## src/rtl/prbs31_checker_32.sv

```systemverilog
// PRBS31 checker for a 32-bit word stream. It seeds itself from the received data,
// qualifies lock over LOCK_CNT clean words, then free-runs a local reference and
// counts errored bits, errored words and lock losses. Counters saturate at all-ones.
module prbs31_checker_32 #(
  parameter int LOCK_CNT   = 16,
  parameter int UNLOCK_WIN = 64,
  parameter int UNLOCK_ERR = 8,
  parameter int CNT_W      = 32
) (
  input  logic             clk,
  input  logic             reset_n,
  input  logic             in_clear,
  input  logic [31:0]      ind,
  output logic             locked,
  output logic             err_pulse,
  output logic [CNT_W-1:0] bit_err_cnt,
  output logic [CNT_W-1:0] word_err_cnt,
  output logic [CNT_W-1:0] lock_loss_cnt
);
  localparam int GOOD_W = $clog2(LOCK_CNT + 1);
  localparam int WIN_W  = $clog2(UNLOCK_WIN);
  localparam int BAD_W  = $clog2(UNLOCK_ERR + 1);
  // Sum must hold a full 32-bit popcount even for narrow counters.
  localparam int SUM_W  = ((CNT_W > 6) ? CNT_W : 6) + 1;
  localparam logic [CNT_W-1:0] CNT_MAX = '1;

  typedef enum logic [1:0] {HUNT, CHECK, LOCKED} state_t;

  state_t            state_reg, state_next;
  logic [30:0]       lfsr_reg, lfsr_next;
  logic [GOOD_W-1:0] good_reg, good_next;
  logic [31:0]       err_vec_q, err_vec_next;
  logic              chk_q, chk_next;
  logic [WIN_W-1:0]  win_reg;
  logic [BAD_W-1:0]  bad_reg;
  logic [31:0]       exp_word;
  logic              match, enter_locked, err_now, unlock;
  logic [5:0]        err_bits;
  logic [SUM_W-1:0]  bit_sum;

  // 32 next bits of b[n] = b[n-31] ^ b[n-28]; s[30] is the most recent bit and
  // output bit 0 is the earliest generated bit.
  function automatic logic [31:0] next32(input logic [30:0] s);
    logic [62:0] e;
    e = {32'b0, s};
    for (int i = 0; i < 32; i++) e[31+i] = e[i] ^ e[i+3];
    return e[62:31];
  endfunction

  function automatic logic [5:0] popcount32(input logic [31:0] v);
    logic [5:0] c;
    c = '0;
    for (int i = 0; i < 32; i++) c = c + {5'b0, v[i]};
    return c;
  endfunction

  assign exp_word = next32(lfsr_reg);
  // The all-zero word is the LFSR lock-up state and never counts as a match.
  assign match    = (ind == exp_word) && (ind != 32'd0);
  assign err_now  = chk_q && (err_vec_q != 32'd0);
  assign unlock   = err_now && (bad_reg == BAD_W'(UNLOCK_ERR - 1));
  assign err_bits = popcount32(err_vec_q);
  assign bit_sum  = SUM_W'(bit_err_cnt) + SUM_W'(err_bits);
  assign locked   = (state_reg == LOCKED);

  // Next-state logic: reseed from data while acquiring, free-run once locked.
  always_comb begin
    state_next   = state_reg;
    lfsr_next    = lfsr_reg;
    good_next    = good_reg;
    err_vec_next = '0;
    chk_next     = 1'b0;
    enter_locked = 1'b0;
    case (state_reg)
      HUNT: begin
        lfsr_next = ind[31:1];
        good_next = '0;
        if (ind[31:1] != 31'd0) state_next = CHECK;
      end
      CHECK: begin
        lfsr_next = ind[31:1];
        if (match) begin
          if (good_reg == GOOD_W'(LOCK_CNT - 1)) begin
            state_next   = LOCKED;
            good_next    = '0;
            enter_locked = 1'b1;
          end else begin
            good_next = good_reg + GOOD_W'(1);
          end
        end else begin
          good_next = '0;
        end
      end
      LOCKED: begin
        lfsr_next    = exp_word[31:1];
        err_vec_next = ind ^ exp_word;
        chk_next     = 1'b1;
        // Losing lock discards the word sampled on this same edge.
        if (unlock) begin
          state_next   = HUNT;
          chk_next     = 1'b0;
          err_vec_next = '0;
        end
      end
      default: state_next = HUNT;
    endcase
  end

  // State, reference history and compare pipeline registers.
  always_ff @(posedge clk or negedge reset_n) begin
    if (!reset_n) begin
      state_reg <= HUNT;
      lfsr_reg  <= '0;
      good_reg  <= '0;
      err_vec_q <= '0;
      chk_q     <= 1'b0;
    end else begin
      state_reg <= state_next;
      lfsr_reg  <= lfsr_next;
      good_reg  <= good_next;
      err_vec_q <= err_vec_next;
      chk_q     <= chk_next;
    end
  end

  // Unlock window: the wrapping word's error still belongs to the old window.
  always_ff @(posedge clk or negedge reset_n) begin
    if (!reset_n) begin
      win_reg <= '0;
      bad_reg <= '0;
    end else if (enter_locked || (chk_q && (unlock || win_reg == WIN_W'(UNLOCK_WIN - 1)))) begin
      win_reg <= '0;
      bad_reg <= '0;
    end else if (chk_q) begin
      win_reg <= win_reg + WIN_W'(1);
      bad_reg <= bad_reg + BAD_W'(err_now);
    end
  end

  // Statistics: in_clear beats a same-cycle increment; counters clamp at all-ones.
  always_ff @(posedge clk or negedge reset_n) begin
    if (!reset_n) begin
      err_pulse     <= 1'b0;
      bit_err_cnt   <= '0;
      word_err_cnt  <= '0;
      lock_loss_cnt <= '0;
    end else begin
      err_pulse <= err_now;
      if (in_clear) begin
        bit_err_cnt   <= '0;
        word_err_cnt  <= '0;
        lock_loss_cnt <= '0;
      end else begin
        if (err_now) begin
          bit_err_cnt <= (bit_sum > SUM_W'(CNT_MAX)) ? CNT_MAX : bit_sum[CNT_W-1:0];
          if (word_err_cnt != CNT_MAX) word_err_cnt <= word_err_cnt + CNT_W'(1);
        end
        if (unlock && lock_loss_cnt != CNT_MAX) lock_loss_cnt <= lock_loss_cnt + CNT_W'(1);
      end
    end
  end
endmodule

```

## config.mk

```make
export PLATFORM = sky130hd
export DESIGN_NAME = prbs31_checker_32
export DESIGN_NICKNAME = d
export VERILOG_FILES = /design/src/rtl/prbs31_checker_32.sv
export SDC_FILE = /design/constraint.sdc
export NUM_CORES = 1
export LEC_CHECK = 0
export BUFFER_PORTS_ARGS = -buffer_cell sky130_fd_sc_hd__buf_2
export CORE_MARGIN = 4
export CORE_UTILIZATION = 50
export DETAILED_ROUTE_END_ITERATION = 7
export GPL_TIMING_DRIVEN = 0
export PLACE_DENSITY = 0.67
export SYNTH_ARGS = -nofsm -noshare
export SYNTH_HDL_FRONTEND = slang
export SYNTH_SLANG_ARGS = --single-unit
```

## constraint.sdc

```tcl
create_clock -name clk -period 10.2 [get_ports clk]
set_input_delay 1.02 -clock clk [delete_from_list [all_inputs] [get_ports clk]]
set_output_delay 1.02 -clock clk [all_outputs]
set_load 0.05 [all_outputs]
```

* Yosys cells after proc, flatten, opt, wreduce, memory -nomap -nowiden
Cells that the tools add are included.
Storage, ports and cells: register bits after elaboration 178, output and inout port bits 98
Operators by class: add/subtract/negate cells 37, $lt $le $gt $ge 1, equal/unequal tests 12, muxes and demuxes 28, bitwise logic cells 33, reductions and logical operators 20
Operator list (number):
- 32-bit two-way mux | 10
- 6-bit by 1-bit adder with 6-bit output | 26
- 32-bit by 1-bit adder with 32-bit output (second input constant) | 2
- 32-bit != test (second input constant) | 2
- 32-bit nonzero test | 2
- 31-bit case mux with 2 select lines | 1
- 32-bit by 6-bit adder with 33-bit output | 1
- 33-bit by 32-bit greater-than comparator with 1-bit output (second input constant) | 1
- 32-bit equality test | 1
- 1-bit bitwise XOR | 32
- 32-bit bitwise XOR | 1
- 31-bit nonzero test | 1
- 6-bit two-way mux | 2
- 2-bit nonzero test | 6
- 5-bit two-way mux | 2
- 5-bit case mux with 2 select lines | 1
- 2-bit two-way mux | 4
- 4-bit two-way mux | 2
- 5-bit by 1-bit adder with 6-bit output | 1
- 6-bit by 1-bit adder with 6-bit output (second input constant) | 1
- 6-bit equality test (second input constant) | 1
- 2-bit != test (second input constant) | 3
- 2-bit case mux with 3 select lines | 1
- 4-bit by 1-bit adder with 5-bit output | 1
- 17 further kinds | 26

* Longest topological paths before layout
Gate-level depths: netlist (run 1).
depth in word-level cells 36, mapped depth 18, mapped depth without buffers 17

* Worst setup path after synthesis (run 1)
Ideal clock, no wire load.
path type reg-to-reg, from reg bit_err_cnt[0], to reg bit_err_cnt[22], arrival time 5730 ps, setup slack 4348 ps, stages on the path, launching flop included 17, path buffers 0, period minus slack after synthesis 5852 ps, path through dfrtp_1 fa_1 inv_1 fa_1 fa_1 fa_1 fa_1 fa_1 fa_1 inv_1 fa_1 a21o_1 a21oi_1 o21a_1 nor4_1 a31oi_1 o221a_2
Between the ends: longest elaborated chain between the ends 5
Ends and longest elaborated chain:
- start: declaration | RTL line 16 | output logic [CNT_W-1:0] bit_err_cnt,
- start signal: assignment | RTL line 155 | bit_err_cnt <= (bit_sum > SUM_W'(CNT_MAX)) ? CNT_MAX : bit_sum[CNT_W-1:0];
- 32-bit by 6-bit adder with 33-bit output * | RTL line 63 | assign bit_sum = SUM_W'(bit_err_cnt) + SUM_W'(err_bits);
- 33-bit by 32-bit greater-than comparator with 1-bit output | RTL line 155
- 32-bit two-way mux * | RTL line 155
- 32-bit two-way mux * | RTL line 154 | if (err_now) begin
- 32-bit two-way mux * | RTL line 149 | if (in_clear) begin
Mark *: on every way between the ends. The rest lies on a longest branch, timed or not. The select of a mux whose other input is x is not followed. A chain may end at the register's enable or synchronous reset.

* Worst setup path in the final report (run 1)
Same ends and word-level chain as after synthesis.

==> impl_metrics.ini, run 1 <==
[final_layout]
diodes = 0
fin_area_um2 = 12600
fin_util_pct = 59.2
drive_above_1_share_pct = 16.9
final_cell_mix = dfrtp_1 (178), buf_2 (133), nor2_1 (93)
fill_cells = 1834
nets = 1375
stdcell_count = 1579
layout_commonest_cell = dfrtp_1
synthToLayoutAreaGrowth_pct = 15.0

[critical_path]
worstPathCellList = fa_1 > inv_1 > fa_1 > fa_1 > fa_1 > fa_1 > fa_1 > fa_1 > inv_1 > fa_1 > a21o_1 > a21oi_1 > o21a_1 > nor4_1 > a31oi_1 > o221a_2
end_kind = register
path_buf_inv = 2
cpLargestDelayFamily = adder cells
worstPathArrival_ps = 6730
crit_fanout = 7
reg2reg_depth = 16
path_class = register to register
critPathSlowestCell = nor4_1
r2r_end = bit_err_cnt[22]$_DFFE_PN0P_
cpMostUsedCell = fa_1
r2r_slack_ps = 3790
crit-reg2reg-launch = bit_err_cnt[0]$_DFFE_PN0P_
slowest_delay_ps = 1100
required_ps = 10520
critPathLaunchType = register

[grt]
antenna_found_initial = 0
grt_usage_pct = 24.2
grt_pass1_wl_um = 47800
grt_pass1_vias = 9024
gr-total-overflow = 0
grt_max_degree = 114

[timing]
hold_violations = 0
period_share_pct = 62.8
fin_crit_ps = 6410
tns_ps = 0
finalSetupViolations = 0
slew_viol_final = 0
fmax_mhz = 156
rsz0062_at_grt = false
fin_skew_ps = 10.7
slew_headroom_pct = 11.7
worst_pin_slew_ps = 1310

[routing]
drc_errors = 0
drt_iter0_markers = 619
detail_route.wirelength_um = 29100
num_vias = 9343
ant_nets = 0
wire_per_inst_um = 18.4
vias_per_cell = 5.92
dr.pass1.iters = 6

[clocking]
cts_root_buffer = clkbuf_16
cts_setup_buffers = 0
clock_latency_ps = 440
cts_buffers = 17
cts_resized = 0
clk_pin_slew_ps = 70
clockBufferDepth = 2
cts_hold_buffers = 0
cts.sinks = 178
cts_max_level = 4
cts_tree = built

[power_and_ir_drop]
power_leakage_uw = 0.00581
p_per_area_nw_per_um2 = 122
peakVddDrop_mv = 0.113

[place]
io_buffers = 132
routabilityCongestion = 0.922
dpl.hpwl_um = 21800
place_area_um2 = 12000
place_inst = 1549

[floorplanning]
core_area_um2 = 21400
rows = 53
boundaryPins = 133
start_util_pct = 51.5
die_area_um2 = 24400
die-width_um = 156
fp.dieH_um = 156

[synthesis]
async_reset_ff_share_pct = 100
synth_area_um2 = 11000
syn_inst = 1141
synth-simple-area-share_pct = 20.1
ys_types = 66
synth_compound_area_share_pct = 12.9
synth_fa_ha_area_share_pct = 7.12
synth_edf_count = 0
seq_area_frac_synth_pct = 40.5
synth_ff_type = dfrtp_1
syn_avg_cell_area_um2 = 9.64
synth_top_family_by_area = simple AND/OR/NAND/NOR gates
synthMuxAreaShare_pct = 4.19
synth-seq-cells = 178
yosys.area_share.xor_xnor_pct = 10.4
ys_warn_count = 0
syn-num-nets = 1223

[hold_path]
hold_path.class = register to register
whs_path_depth = 2
hold_start = good_reg[4]$_DFFE_PN0P_
holdPathEnd = good_reg[4]$_DFFE_PN0P_

[flow_run]
maxCapViolCount = 0

[status]
status = complete, no violations
==> worst reg2reg max path: cells and delay by family, from the launching register on <==
kind,cells,cell delay (ps)
buffers and inverters,2,140
DFF,1,430
and+or+nand+nor,1,1100
adders and majority gates,8,3610
AOI/OAI and AO/OA,5,990
==> through the flow <==
step	hold slack, ps	power, µW	setup slack, ps
3_3_place_gp	488	861	3860
4_1_cts	515	1550	3790
6_report	513	1540	3790
5_1_grt	562	1590	3440
2_1_floorplan	464	811	4350
3_5_place_dp	506	863	3830
==> routing by layer <==
layer | routed length (µm) | global-route usage, % | vias up
met2 | 13600 | 38.3 | 312
li1 | - | - | 4376
met4 | 475 | 5.87 | 0
met3 | 1690 | 4.09 | 48
met1 | 13300 | 35.0 | 4607
met5 | 0 | 0 | -
==> power by group <==
| group | switching (µW) | internal [µW] |
|---|---|---|
| clock network | 290 | 398 |
| registers | 3.20 | 712 |
| logic | 80.4 | 57.6 |
==> area by class of cell <==
class,instances,area [µm²],share of cell area [%]
multi-input cells,828,6010,47.6
flip-flops and latches,178,4450,35.2
repair buffers,133,698,5.52
clock buffers,19,453,3.58
well taps,275,344,2.72
plain buffers,73,295,2.34
inverters,62,233,1.84
clock inverters,11,151,1.20
==> how the worst max path moves through the flow <==
stage | depth (start not counted) | slack (ps) | to | start
finish | 16 | 3790 | bit_err_cnt[22]$_DFFE_PN0P_ | bit_err_cnt[0]$_DFFE_PN0P_
floorplan | 16 | 4350 | bit_err_cnt[22]$_DFFE_PN0P_ | bit_err_cnt[0]$_DFFE_PN0P_
detailed placement | 16 | 3830 | bit_err_cnt[22]$_DFFE_PN0P_ | bit_err_cnt[0]$_DFFE_PN0P_
global placement | 16 | 3860 | bit_err_cnt[22]$_DFFE_PN0P_ | bit_err_cnt[0]$_DFFE_PN0P_
global route | 16 | 3440 | bit_err_cnt[26]$_DFFE_PN0P_ | bit_err_cnt[0]$_DFFE_PN0P_
CTS | 16 | 3790 | bit_err_cnt[26]$_DFFE_PN0P_ | bit_err_cnt[0]$_DFFE_PN0P_
==> synthesized netlist by cell type, drive strengths merged (19+ instances only) <==
master | count | share of area, %
xnor3 | 29 | 5.9
nor4 | 28 | 1.6
nor3 | 28 | 1.3
nor2 | 94 | 3.2
mux2 | 37 | 3.8
nand3 | 37 | 1.7
nand4 | 34 | 2.1
a31oi | 20 | 1.1
dfrtp | 178 | 41
fa | 26 | 4.7
o21ai | 80 | 3.7
nand2 | 89 | 3.0
or3 | 31 | 1.8
clkbuf | 65 | 2.2
xnor2 | 44 | 3.5
inv | 62 | 2.1
a21oi | 66 | 3.0
or4 | 19 | 1.3
ha | 21 | 2.4
==> cell families after synthesis <==
group,Yosys count
and+or+nand+nor,424
AOI/OAI and AO/OA,231
DFF,178
buffers and inverters,135
xor gates and xnor gates,85
adders and majority gates,47
muxes,41
Power figures use the tool's default switching activity.
==> run 2, diff against run 1 <==
--- a/config.mk
+++ b/config.mk
@@ -5,6 +5,7 @@
 export SDC_FILE = /design/constraint.sdc
 export NUM_CORES = 1
 export LEC_CHECK = 0
+export ABC_AREA = 1
 export BUFFER_PORTS_ARGS = -buffer_cell sky130_fd_sc_hd__buf_2
 export CORE_MARGIN = 4
 export CORE_UTILIZATION = 50
==> constraint.sdc (replaced) <==
create_clock -name clk -period 6.5 [get_ports clk]
set_input_delay 0.65 -clock clk [delete_from_list [all_inputs] [get_ports clk]]
set_output_delay 0.65 -clock clk [all_outputs]
set_load 0.05 [all_outputs]
==> run 2 against run 1 <==
Worst setup slack got worse by 3000 ps; count of clock-buffer cells in the layout decreased by 1; first-iteration DRC count increased by 57%; clock skew increased by 7.5 ps; global-route usage increased by 1.4 points; design area increased by 5.8%; register-to-register slack got worse by 3000 ps; via count increased by 19%; core utilization decreased by 0.51 points; clock power increased by 59%; synthesized area increased by 6.1%; critical endpoint is now bit_err_cnt[11]$_DFFE_PN0P_; largest power group unchanged.
==> impl_metrics.ini, run 2 <==
[synthesis]
ys_types = 41
synth_fa_ha_area_share_pct = 6.71
synth_edf_count = 0
synthTopCellsByArea = dfrtp_1 (38%), nand2_1 (17%), nor2_1 (6.2%)
synthMuxAreaShare_pct = 0
synth-simple-area-share_pct = 34.6
synth_top_area_cell = dfrtp_1
synth_area_um2 = 11700
post-synth-top-count-cell = nand2_1
seq_area_frac_synth_pct = 38.2
synth_ff_type = dfrtp_1
yosys.area_share.xor_xnor_pct = 5.48
async_reset_ff_share_pct = 100
synth_top_area_share_pct = 38.2
synth_compound_area_share_pct = 7.45
syn_avg_cell_area_um2 = 7.27
synth_top_family_by_area = simple AND/OR/NAND/NOR gates
ys_warn_count = 0
syn_inst = 1604
syn-num-nets = 1686
synth-seq-cells = 178
synth.top_cells.by_count = nand2_1 (538), nor2_1 (192), dfrtp_1 (178), inv_1 (171), nand3_1 (106)

[power_and_ir_drop]
p_per_area_nw_per_um2 = 181
power_leakage_uw = 0.00682
peakVddDrop_mv = 0.167

[critical_path]
cpMostUsedCell = fa_1
worstPathArrival_ps = 6090
cpLargestDelayFamily = adder cells
path_buf_inv = 3
slowest_delay_ps = 550
path_class = register to register
critPathLaunchType = register
required_ps = 6850
crit_fanout = 10
critPathSlowestCell = fa_1
end_kind = register
worstPathCellList = fa_1 > inv_1 > fa_1 > fa_1 > fa_1 > fa_1 > fa_1 > fa_1 > inv_1 > fa_1 > nand2_1 > nand2_1 > o21ai_1 > o21ai_0 > nand2_1 > nand2_2 > nand3_1 > buf_2 > o21ai_0 > nand2_1 > o21ai_0

[grt]
grt_pass1_vias = 10800
grt_pass1_wl_um = 54500
gr-total-overflow = 0
grt_usage_pct = 25.6
grt_max_degree = 92
antenna_found_initial = 0

[final_layout]
layout_commonest_cell = nand2_1
nets = 1838
stdcell_count = 2081
fill_cells = 2150
final_cell_mix = nand2_1 (538), nor2_1 (192), dfrtp_1 (178)
drive_above_1_share_pct = 11.9
diodes = 0
synthToLayoutAreaGrowth_pct = 14.6

[hold_path]
hold_path.class = primary input to async pin

[place]
place_inst = 2050
io_buffers = 132
routabilityCongestion = 0.976
dpl.hpwl_um = 25100

[routing]
wire_per_inst_um = 15.7
dr.pass1.iters = 5
vias_per_cell = 5.34
drc_errors = 0
drt_iter0_markers = 970
ant_nets = 0
detail_route.wirelength_um = 32700
num_vias = 11100

[clocking]
cts_max_level = 4
cts_tree = built
cts_setup_buffers = 0
cts_hold_buffers = 0
clockBufferDepth = 2
cts_resized = 0
cts.sinks = 178
cts_root_buffer = clkbuf_16
cts_buffers = 17
clk_pin_slew_ps = 80
clock_latency_ps = 430

[floorplanning]
die-width_um = 161
start_util_pct = 51.2
core_area_um2 = 22800
die_area_um2 = 25800
rows = 55
fp.dieH_um = 161
boundaryPins = 133

[timing]
timing.hold.ws_ps = 222
hold_violations = 0
fin_crit_ps = 5750
tns_ps = 0
rsz0062_at_grt = false
slew_headroom_pct = 51.5
slew_viol_final = 0
finalSetupViolations = 0
worst_pin_slew_ps = 720
period_share_pct = 88.4
fin_skew_ps = 18.2
fmax_mhz = 174

[status]
status = complete, no violations

[flow_run]
maxCapViolCount = 0
==> run 2: cell types whose count changed after synthesis, sizes merged, moves of 25 or more <==
cell | before | now
clkbuf | 65 | 22
nor2 | 94 | 195
nand2 | 89 | 545
xnor3 | 29 | 0
mux2 | 37 | 0
or3 | 31 | 0
a21oi | 66 | 11
o221ai | 0 | 25
xor2 | 12 | 45
inv | 62 | 178
o21ai | 80 | 53
nand3 | 37 | 108
==> run 2: path summary, 6_finish.rpt <==
path,startpoint,to,slack (ps),cells past startpoint
setup reg to reg,bit_err_cnt[0]$_DFFE_PN0P_,bit_err_cnt[11]$_DFFE_PN0P_,750,21
setup / recovery,bit_err_cnt[0]$_DFFE_PN0P_,bit_err_cnt[11]$_DFFE_PN0P_,750,21
max in group asynchronous,reset_n,good_reg[4]$_DFFE_PN0P_,5360,2
hold / removal,reset_n,bit_err_cnt[6]$_DFFE_PN0P_,220,1
hold reg to reg,good_reg[4]$_DFFE_PN0P_,good_reg[4]$_DFFE_PN0P_,520,1
min in group clk,ind[16],lfsr_reg[15]$_DFFE_PN0P_,510,3
==> run 2: cell families after synthesis <==
group	after synthesis
and+or+nand+nor	952
AOI/OAI and AO/OA	132
xor gates and xnor gates	73
DFF	178
buffers and inverters	222
adders and majority gates	47
==> run 2: layout make-up <==
cell class | count | area [µm²] | area share [%]
Buffer | 41 | 205 | 1.53
Clock buffer | 18 | 439 | 3.28
Inverter | 181 | 679 | 5.08
Sequential cell | 178 | 4450 | 33.3
Tap cell | 313 | 392 | 2.93
Multi-Input combinational cell | 1204 | 6330 | 47.3
Clock inverter | 13 | 173 | 1.29
Timing Repair Buffer | 133 | 698 | 5.22
==> run 2: per-layer routing <==
metal | vias to the layer above | routed length, µm | track usage [%]
li1 | 5484 | - | -
met1 | 5198 | 15300 | 37.4
met5 | - | 0 | 0
met3 | 40 | 2100 | 3.87
met4 | 0 | 453 | 6.59
met2 | 392 | 14900 | 40.3
==> run 2: report_power, final <==
part / leakage, µW / total (µW) / switching [µW] / internal [µW]
clock network: 0.000304 / 1090 / 467 / 623
registers: 0.00241 / 1130 / 13.7 / 1120
logic: 0.00410 / 195 / 142 / 53.2
==> run 2: per-stage QoR <==
stage / area, µm² / total power [µW] / util, % / setup slack, ps
final: 13400 / 2420 / 58.7 / 755
after global routing: 13400 / 2510 / 58.7 / 301
after CTS: 13400 / 2440 / 58.7 / 692
after detailed placement: 12800 / 1350 / 56.0 / 698
after global placement: 12700 / 1340 / 55.8 / 826
after floorplan: 11700 / 1270 / - / 1080
==> run 3, diff against run 2 <==
--- a/config.mk
+++ b/config.mk
@@ -11,6 +11,7 @@
 export CORE_UTILIZATION = 50
 export DETAILED_ROUTE_END_ITERATION = 7
 export GPL_TIMING_DRIVEN = 0
+export MAX_ROUTING_LAYER = met4
 export PLACE_DENSITY = 0.67
 export SYNTH_ARGS = -nofsm -noshare
 export SYNTH_HDL_FRONTEND = slang
==> run 3 against run 2 <==
Clock skew is 1.8 ps lower; non-clock buffer count stayed put; critical path depth stayed put; clock power is 4% lower; power is 1.6% lower; die area stayed put; wire length is 1.4% higher; largest cell class unchanged; highest routed layer unchanged.
==> impl_metrics.ini, run 3 (same netlist as run 2, synthesis figures left out) <==
[place]
routabilityCongestion = 0.968
dpl.hpwl_um = 25300
pre_cts_ws_ps = 776
io_buffers = 132

[clocking]
cts.sinks = 178
cts_buffers = 17
clk_pin_slew_ps = 80
cts_max_level = 4
clock_latency_ps = 430
cts_hold_buffers = 0
cts_root_buffer = clkbuf_16
cts_resized = 0
cts_tree = built
cts_setup_buffers = 0
clockBufferDepth = 2

[power_and_ir_drop]
power_leakage_uw = 0.00680
peakVddDrop_mv = 0.129
switching_share_pct = 25.5
internal_power_uw = 1770
seqPwrFrac_pct = 47.6
p_per_area_nw_per_um2 = 178
clkPwrFrac_pct = 44.2
p_switching_uw = 608
combPwrFrac_pct = 8.2

[final_layout]
final_cell_mix = nand2_1 (538), nor2_1 (192), dfrtp_1 (178)
diodes = 0
seq_area_um2 = 4450
fin_util_pct = 58.6
synthToLayoutAreaGrowth_pct = 14.4
multi_input_area_um2 = 6330
nets = 1838
layout_commonest_cell = nand2_1
drive_above_1_share_pct = 11.8
fill_cells = 2194

[hold_path]
hold_path.class = primary input to async pin

[critical_path]
crit-reg2reg-launch = bit_err_cnt[0]$_DFFE_PN0P_
slowest_delay_ps = 550
worstPathArrival_ps = 6060
reg2reg_depth = 21
worstPathCellList = fa_1 > inv_1 > fa_1 > fa_1 > fa_1 > fa_1 > fa_1 > fa_1 > inv_1 > fa_1 > nand2_1 > nand2_1 > o21ai_1 > o21ai_0 > nand2_1 > nand2_2 > nand3_1 > buf_2 > o21ai_0 > nand2_1 > o21ai_0
required_ps = 6850
path_class = register to register
cpMostUsedCell = fa_1
startpoint = bit_err_cnt[0]$_DFFE_PN0P_
critPathSlowestCell = fa_1
end_kind = register
r2r_slack_ps = 790
r2r_end = bit_err_cnt[11]$_DFFE_PN0P_
crit_fanout = 10
critPathLaunchType = register

[timing]
fmax_mhz = 175
tns_ps = 0
finalWorstSetupSlack_ps = 789
timing.hold.ws_ps = 125
hold_violations = 0
fin_skew_ps = 16.4
slew_headroom_pct = 50.6
fin_crit_ps = 5710
finalSetupViolations = 0
period_share_pct = 87.9
worst_pin_slew_ps = 734
rsz0062_at_grt = false
slew_viol_final = 0

[grt]
grt_max_degree = 122
gr-total-overflow = 0
antenna_found_initial = 0
grt_pass1_vias = 10800
grt_usage_pct = 27.0
grt_pass1_wl_um = 55400

[floorplanning]
fp.dieH_um = 161
boundaryPins = 133
die-width_um = 161
rows = 55
core_area_um2 = 22800
start_util_pct = 51.2
die_area_um2 = 25800

[flow_run]
maxCapViolCount = 0

[routing]
detail_route.wirelength_um = 33100
num_vias = 11100
ant_nets = 0
vias_per_cell = 5.31
dr.pass1.iters = 7
wire_per_inst_um = 15.9
drc_errors = 0
drt_iter0_markers = 910

[status]
status = complete, no violations
==> run 3: changes by cell type in the layout (fill, tap and decap cells not counted) <==
cell        delta
clkinv_2       -1
bufinv_16      -1
inv_6          -3
inv_8          -1
clkbuf_8       +2
clkinvlp_4     +1
clkbuf_1       +1
clkinv_4       +2
==> run 3: area by class of cell <==
| type | count | share of cell area [%] |
|---|---|---|
| Multi-Input combinational cell | 1204 | 47.4 |
| Sequential cell | 178 | 33.4 |
| Timing Repair Buffer | 133 | 5.23 |
| Inverter | 181 | 5.09 |
| Clock buffer | 21 | 3.52 |
| Tap cell | 313 | 2.93 |
| Buffer | 41 | 1.54 |
| Clock inverter | 10 | 0.937 |
==> run 3: how the worst max path moves through the flow <==
stage / endpoint / slack (ps)
floorplan: bit_err_cnt[26]$_DFFE_PN0P_ / 1080
global placement: bit_err_cnt[11]$_DFFE_PN0P_ / 830
detailed placement: bit_err_cnt[11]$_DFFE_PN0P_ / 780
CTS: bit_err_cnt[11]$_DFFE_PN0P_ / 750
global route: bit_err_cnt[11]$_DFFE_PN0P_ / 420
finish: bit_err_cnt[11]$_DFFE_PN0P_ / 790
==> run 3: layer usage <==
| metal | track usage [%] | vias up | wire, µm |
|---|---|---|---|
| met2 | 40.8 | 332 | 14700 |
| met5 | - | - | 0 |
| met4 | 7.29 | 0 | 686 |
| met3 | 3.59 | 57 | 1790 |
| li1 | - | 5476 | - |
| met1 | 38.5 | 5195 | 15900 |
==> run 3: worst max-delay path: cells and delay by family (launching register included) <==
| kind | cells | cell delay [ps] |
|---|---|---|
| compound gates | 4 | 590 |
| fa+ha+maj | 8 | 3580 |
| buf+inv | 3 | 390 |
| flops | 1 | 440 |
| simple gates | 6 | 630 |
==> run 3: stage by stage <==
| step | cell area (µm²) | total power, µW | std cells |
|---|---|---|---|
| floorplan | 11700 | 1270 | 1604 |
| global placement | 12700 | 1350 | 2049 |
| detailed placement | 12800 | 1350 | 2050 |
| CTS | 13400 | 2400 | 2081 |
| global route | 13400 | 2480 | 2081 |
| finish | 13400 | 2380 | 2081 |
==> run 3: power groups by stage <==
stage                     clock [µW]  combinational [µW]  sequential [µW]
after global placement             0                 191             1150
after detailed placement           0                 195             1150
after global routing            1120                 221             1140
after CTS                       1070                 196             1130
final                           1050                 195             1130
after floorplan                    0                 103             1160
